[src/rtl/es_mem_req.sv]
// EX-stage data-SRAM request issuer: decodes load/store, builds the request,
// flags address errors and filters responses of flushed instructions.
module es_mem_req (
    input  logic        clk,
    input  logic        resetn,
    input  logic        es_valid,
    input  logic [3:0]  mem_op,
    input  logic [31:0] vaddr,
    input  logic [31:0] rt_value,
    input  logic        es_ex_in,
    input  logic        es_go,
    input  logic        flush,
    output logic        data_sram_req,
    output logic        data_sram_wr,
    output logic [1:0]  data_sram_size,
    output logic [31:0] data_sram_addr,
    output logic [3:0]  data_sram_wstrb,
    output logic [31:0] data_sram_wdata,
    input  logic        data_sram_addr_ok,
    input  logic        data_sram_data_ok,
    output logic        ms_data_ok,
    output logic        req_ready_go,
    output logic        mem_access,
    output logic        adel,
    output logic        ades,
    output logic [1:0]  ldb,
    output logic [5:0]  ld_word
);

    typedef enum logic [1:0] {IDLE, REQ, ABORT, DONE} state_t;

    state_t      state;
    logic [1:0]  outstanding;
    logic [1:0]  discard;

    logic op_lb, op_lbu, op_lh, op_lhu, op_lw, op_lwl, op_lwr;
    logic op_sb, op_sh, op_sw, op_swl, op_swr;
    logic is_load, is_store, align_err, start;
    logic [1:0] off;

    assign off    = vaddr[1:0];
    assign op_lb  = mem_op == 4'b0001;
    assign op_lbu = mem_op == 4'b0010;
    assign op_lh  = mem_op == 4'b0011;
    assign op_lhu = mem_op == 4'b0100;
    assign op_lw  = mem_op == 4'b0101;
    assign op_lwl = mem_op == 4'b0110;
    assign op_lwr = mem_op == 4'b0111;
    assign op_sb  = mem_op == 4'b1001;
    assign op_sh  = mem_op == 4'b1010;
    assign op_sw  = mem_op == 4'b1011;
    assign op_swl = mem_op == 4'b1100;
    assign op_swr = mem_op == 4'b1101;

    assign is_load  = op_lb | op_lbu | op_lh | op_lhu | op_lw | op_lwl | op_lwr;
    assign is_store = op_sb | op_sh | op_sw | op_swl | op_swr;

    assign align_err = ((op_lh | op_lhu | op_sh) & vaddr[0])
                     | ((op_lw | op_sw) & (off != 2'b00));

    assign adel = es_valid & is_load & align_err;
    assign ades = es_valid & is_store & align_err;
    assign mem_access = es_valid & (is_load | is_store) & ~es_ex_in
                      & ~adel & ~ades;
    assign ldb     = off;
    assign ld_word = {op_lb, op_lbu, op_lh, op_lhu, op_lwl, op_lwr};

    assign start = mem_access & ~flush & (state == IDLE)
                 & (outstanding < 2'd2);

    logic [1:0]  nx_size;
    logic [31:0] nx_addr;
    logic [3:0]  nx_wstrb;
    logic [31:0] nx_wdata;

    always_comb begin
        nx_size  = 2'd2;
        nx_addr  = vaddr;
        nx_wstrb = 4'b0000;
        nx_wdata = 32'h0;
        if (op_lb | op_lbu | op_sb) nx_size = 2'd0;
        if (op_lh | op_lhu | op_sh) nx_size = 2'd1;
        // Unaligned-word ops always access the whole containing word.
        if (op_lwl | op_lwr | op_swl | op_swr)
            nx_addr = {vaddr[31:2], 2'b00};
        unique case (1'b1)
            op_sb: begin
                nx_wstrb = 4'b0001 << off;
                nx_wdata = {4{rt_value[7:0]}};
            end
            op_sh: begin
                nx_wstrb = off[1] ? 4'b1100 : 4'b0011;
                nx_wdata = {2{rt_value[15:0]}};
            end
            op_sw: begin
                nx_wstrb = 4'b1111;
                nx_wdata = rt_value;
            end
            op_swl: begin
                nx_wstrb = 4'b1111 >> (2'd3 - off);
                nx_wdata = rt_value >> {(2'd3 - off), 3'b000};
            end
            op_swr: begin
                nx_wstrb = 4'b1111 << off;
                nx_wdata = rt_value << {off, 3'b000};
            end
            default: ;
        endcase
    end

    logic       inc, dec, abort_inc, disc_dec;
    logic [1:0] out_nxt, disc_raw, disc_nxt;

    assign inc       = data_sram_req & data_sram_addr_ok;
    assign dec       = data_sram_data_ok & (outstanding != 2'd0);
    assign abort_inc = (state == ABORT) & data_sram_addr_ok;
    assign disc_dec  = data_sram_data_ok & (discard != 2'd0);
    assign out_nxt   = outstanding + {1'b0, inc} - {1'b0, dec};

    // On flush everything in flight (including a same-cycle acceptance)
    // becomes discarded; a still-pending ABORT request adds itself later.
    always_comb begin
        if (flush) disc_raw = out_nxt;
        else       disc_raw = discard + {1'b0, abort_inc} - {1'b0, disc_dec};
        disc_nxt = (disc_raw > out_nxt) ? out_nxt : disc_raw;
    end

    assign ms_data_ok = data_sram_data_ok & (discard == 2'd0) & ~flush;

    assign req_ready_go = ~mem_access
                        | ((state == REQ) & data_sram_addr_ok)
                        | (state == DONE);

    always_ff @(posedge clk or negedge resetn) begin
        if (!resetn) begin
            outstanding <= 2'd0;
            discard     <= 2'd0;
        end else begin
            outstanding <= out_nxt;
            discard     <= disc_nxt;
        end
    end

    always_ff @(posedge clk or negedge resetn) begin
        if (!resetn) begin
            state           <= IDLE;
            data_sram_req   <= 1'b0;
            data_sram_wr    <= 1'b0;
            data_sram_size  <= 2'd0;
            data_sram_addr  <= 32'h0;
            data_sram_wstrb <= 4'b0000;
            data_sram_wdata <= 32'h0;
        end else begin
            case (state)
                IDLE: begin
                    if (start) begin
                        state           <= REQ;
                        data_sram_req   <= 1'b1;
                        data_sram_wr    <= is_store;
                        data_sram_size  <= nx_size;
                        data_sram_addr  <= nx_addr;
                        data_sram_wstrb <= nx_wstrb;
                        data_sram_wdata <= nx_wdata;
                    end
                end
                REQ: begin
                    if (data_sram_addr_ok) begin
                        data_sram_req <= 1'b0;
                        state <= (flush | es_go) ? IDLE : DONE;
                    end else if (flush) begin
                        state <= ABORT;
                    end
                end
                ABORT: begin
                    if (data_sram_addr_ok) begin
                        data_sram_req <= 1'b0;
                        state         <= IDLE;
                    end
                end
                DONE: begin
                    if (es_go | flush) state <= IDLE;
                end
                default: begin
                    state         <= IDLE;
                    data_sram_req <= 1'b0;
                end
            endcase
        end
    end

endmodule

[config.mk]
export PLATFORM = sky130hd
export DESIGN_NAME = es_mem_req
export DESIGN_NICKNAME = d
export VERILOG_FILES = /design/src/rtl/es_mem_req.sv
export SDC_FILE = /design/constraint.sdc
export NUM_CORES = 1
export LEC_CHECK = 0
export CAP_MARGIN = 20
export CORE_MARGIN = 5
export CORE_UTILIZATION = 45
export DETAILED_ROUTE_END_ITERATION = 8
export DONT_BUFFER_PORTS = 1
export GPL_TIMING_DRIVEN = 1
export PLACE_DENSITY = 0.67
export SLEW_MARGIN = 20
export SYNTH_ARGS = -nofsm -noshare
export SYNTH_HDL_FRONTEND = slang
export SYNTH_SLANG_ARGS = --single-unit
export TNS_END_PERCENT = 20
[constraint.sdc]
create_clock -name clk -period 3.15 [get_ports clk]
set_input_delay 0 -clock clk [delete_from_list [all_inputs] [get_ports clk]]
set_output_delay 0 -clock clk [all_outputs]
set_load 0.01 [all_outputs]
==> run metrics <==
share of cells above drive strength 1 12.70%; CP cell instances inv_1, ha_1, nand2_1, ha_1, inv_1, ha_1, xor2_1, xnor2_1, o21ai_0, ha_1, nor2_1, nor2_1, o32ai_1, a21oi_1; Die ar. 0.01294 sq mm; gpl congestion 0.8438; max-cap viol count 0; WS Path Type reg -> reg; crit path max fanout 3; Max Slew Vio Count 0; DRT Pass-1 Iters 5; post-DR vias/cell 6.256; clock sinks 78; Rows 37; commonest cells in the netlist nand2_1, dfrtp_1, mux2_2; first-pass GRT wire length 24.05 mm; IO Port Bufs 0; Hold Path Origin vaddr[0]; Synth Flop Type dfrtp_1; Die Span X 113.8 um; vias in the first global route 4513; H-tree depth 3; initial antenna violation count 0; worst-skew pair later-pin latency 0.37 ns; cell taking the most area after synthesis dfrtp_1; Post-Syn Area 0.004846 sq mm; Worst slew margin 33.33%; Root Buffer clkbuf_8; multi-input combinational cell area 0.002586 sq mm; post-CTS setup buffers 0; GRT overflow 0; Synth top area share 40.28%; Synth Register Bits 78; Hold WC Path Type in -> out; synth top area cells dfrtp_1, mux2_2, nand2_1; slowest library cell on the worst path dfrtp_1; Total Routing Usage GR 23.34%; data arrival time of the worst path 2.90 ns; Max Fclk 377.0 MHz; fin area 0.005792 sq mm; clock skew 0.01206 ns; buffers and inverters on the worst path 2; YS warnings 0; syn_area_per_cell 9.301 sq um; Avg WL per Cell 21.78 um; Post-DP HPWL 9.599 mm; largest net degree at the start of global routing 82; sequential cell area 0.001952 sq mm; sequential cell area fraction in the yosys report 40.28%; EDFF count, synth 0; Die H 113.8 um; Worst-Margin Slew 0.9896 ns; I/O pin count 161; # fillers 931; CP startpoint state[0]; Final Critical Period 2.652 ns; Post-synth ARST share 100.0%; CP dominant cell by count ha_1; Vias 4398; drt total wl 15.31 mm; Top Family by Delay on Critical Path adder cells; CTS tree done; status finished clean; Critical R2R Launch state[0]; Worst IR Drop VDD 685.6 uV; Core ar. 0.01042 sq mm; Pleak 2.463 nW; Syn Nets 608; Worst-path clk slew 0.09 ns; Mapped Cells 521; CP Launch Type register; Critical Path RT 3.40 ns; unrepaired setup endpoints after global routing no; top-count cell post-synth nand2_1; Max stage delay on crit path 0.41 ns; ANT nets after route 0; Layout area overhead 19.52%; Max Root-Sink Buffers 2; Netlist cell types 54; cts bufs inserted 9; setup TNS 0 ns; fin crit share 84.20%; initial DRC count 468; final hold vios 0; P per Cell Area 668.6 mW/mm^2; Initial Utilization 46.52%; Remaining DRCs 0; final setup violation count 0; dpl cell area 0.004791 sq mm; CP Capture Type register; layout net count 649; n_diodes 0
## layer usage
layer	track usage, %	share of wire [%]	vias up
met5	0	0	-
li1	-	-	1962
met4	9.105	2.7	0
met2	38.32	49	251
met3	7.480	9.3	34
met1	28.60	39	2151
## what timing repair did
item                                    CTS  global route
hold endpoints to repair                152             0
gates resized for setup                   0             0
endpoints found under the setup margin    0             0
hold buffers                             73             0
## report_power, final
group          leakage [nW]  internal (mW)  total [mW]  switching [mW]
Clock                 0.124          0.554       0.965           0.411
Combinational          1.31          0.599        1.17           0.567
Sequential             1.03           1.34        1.74           0.402
Total                  2.46           2.49        3.87            1.38
## path summary, 6_finish.rpt
kind | endpoint | slack (ns) | cells after the start
worst max register to register | discard[0] | 0.50 | 14
worst min-delay path | ldb[0] | 0.00002 | 0
worst max-delay path | discard[0] | 0.50 | 14
max in group asynchronous | data_sram_addr[18] | 2.65 | 2
worst min register to register | data_sram_wdata[29] | 0.56 | 2
min in group asynchronous | data_sram_wdata[29] | 0.17 | 2
## layout by cell type, fill, tap and decap left out, types with 4 or more instances in the layout
cell type,count
a21oi_1,27
ha_1,11
clkbuf_8,10
a32o_1,5
inv_1,14
mux2_2,38
a22oi_1,12
dlygate4sd3_1,72
nor2_1,24
nor3_1,9
o21ai_0,31
o21ai_2,9
dfrtp_1,78
o21ai_1,23
nand3_1,8
buf_4,4
a211oi_1,10
mux2i_1,25
a221oi_1,19
nor2b_1,5
nand2_1,81
## registers in the layout (all words and copies together), names as in the netlist
register         cells
data_sram_size       2
outstanding          2
state                2
data_sram_addr      32
data_sram_req        1
data_sram_wdata     32
data_sram_wstrb      4
data_sram_wr         1
discard              2
## stage by stage
step	utilization, %	total power, mW	setup WS [ns]	hold slack [ns]	instances
final	55.60	3.872	0.4977	0.00002144	703
after global routing	55.60	4.132	0.2628	0.0001429	703
after CTS	55.60	3.901	0.4819	0.0007632	703
after detailed placement	45.99	2.805	0.5042	-0.2933	614
after global placement	45.99	2.719	0.6117	-0.2926	614
after floorplan	-	2.561	0.7225	-0.2956	521
## worst register-to-register path, delay by kind of cell (launching register included)
family          cells  cell delay, ns
fa+ha+maj           4            0.97
compound gates      3            0.51
flops               1            0.41
xor+xnor            2            0.28
simple gates        3            0.23
buf+inv             2            0.15
## logic make-up after synthesis
group	synth area share, %
multiplexers	14.69
buffers and inverters	6.532
flip-flops	40.28
XOR/XNOR	0.9039
AND/OR/NAND/NOR	13.01
AO/OA/AOI/OAI	21.53
adder cells (fa/ha/maj)	3.047
## layout make-up
cell class                 instances  share of cell area [%]
inverter                          14                  0.9073
sequential                        78                   33.70
timing repair buffer              77                   13.44
clock buffer                      10                   2.376
multi-input combinational        382                   44.65
tap                              136                   2.938
clock inverter                     6                   1.987
Note: power is estimated with default switching activity, not from simulation.
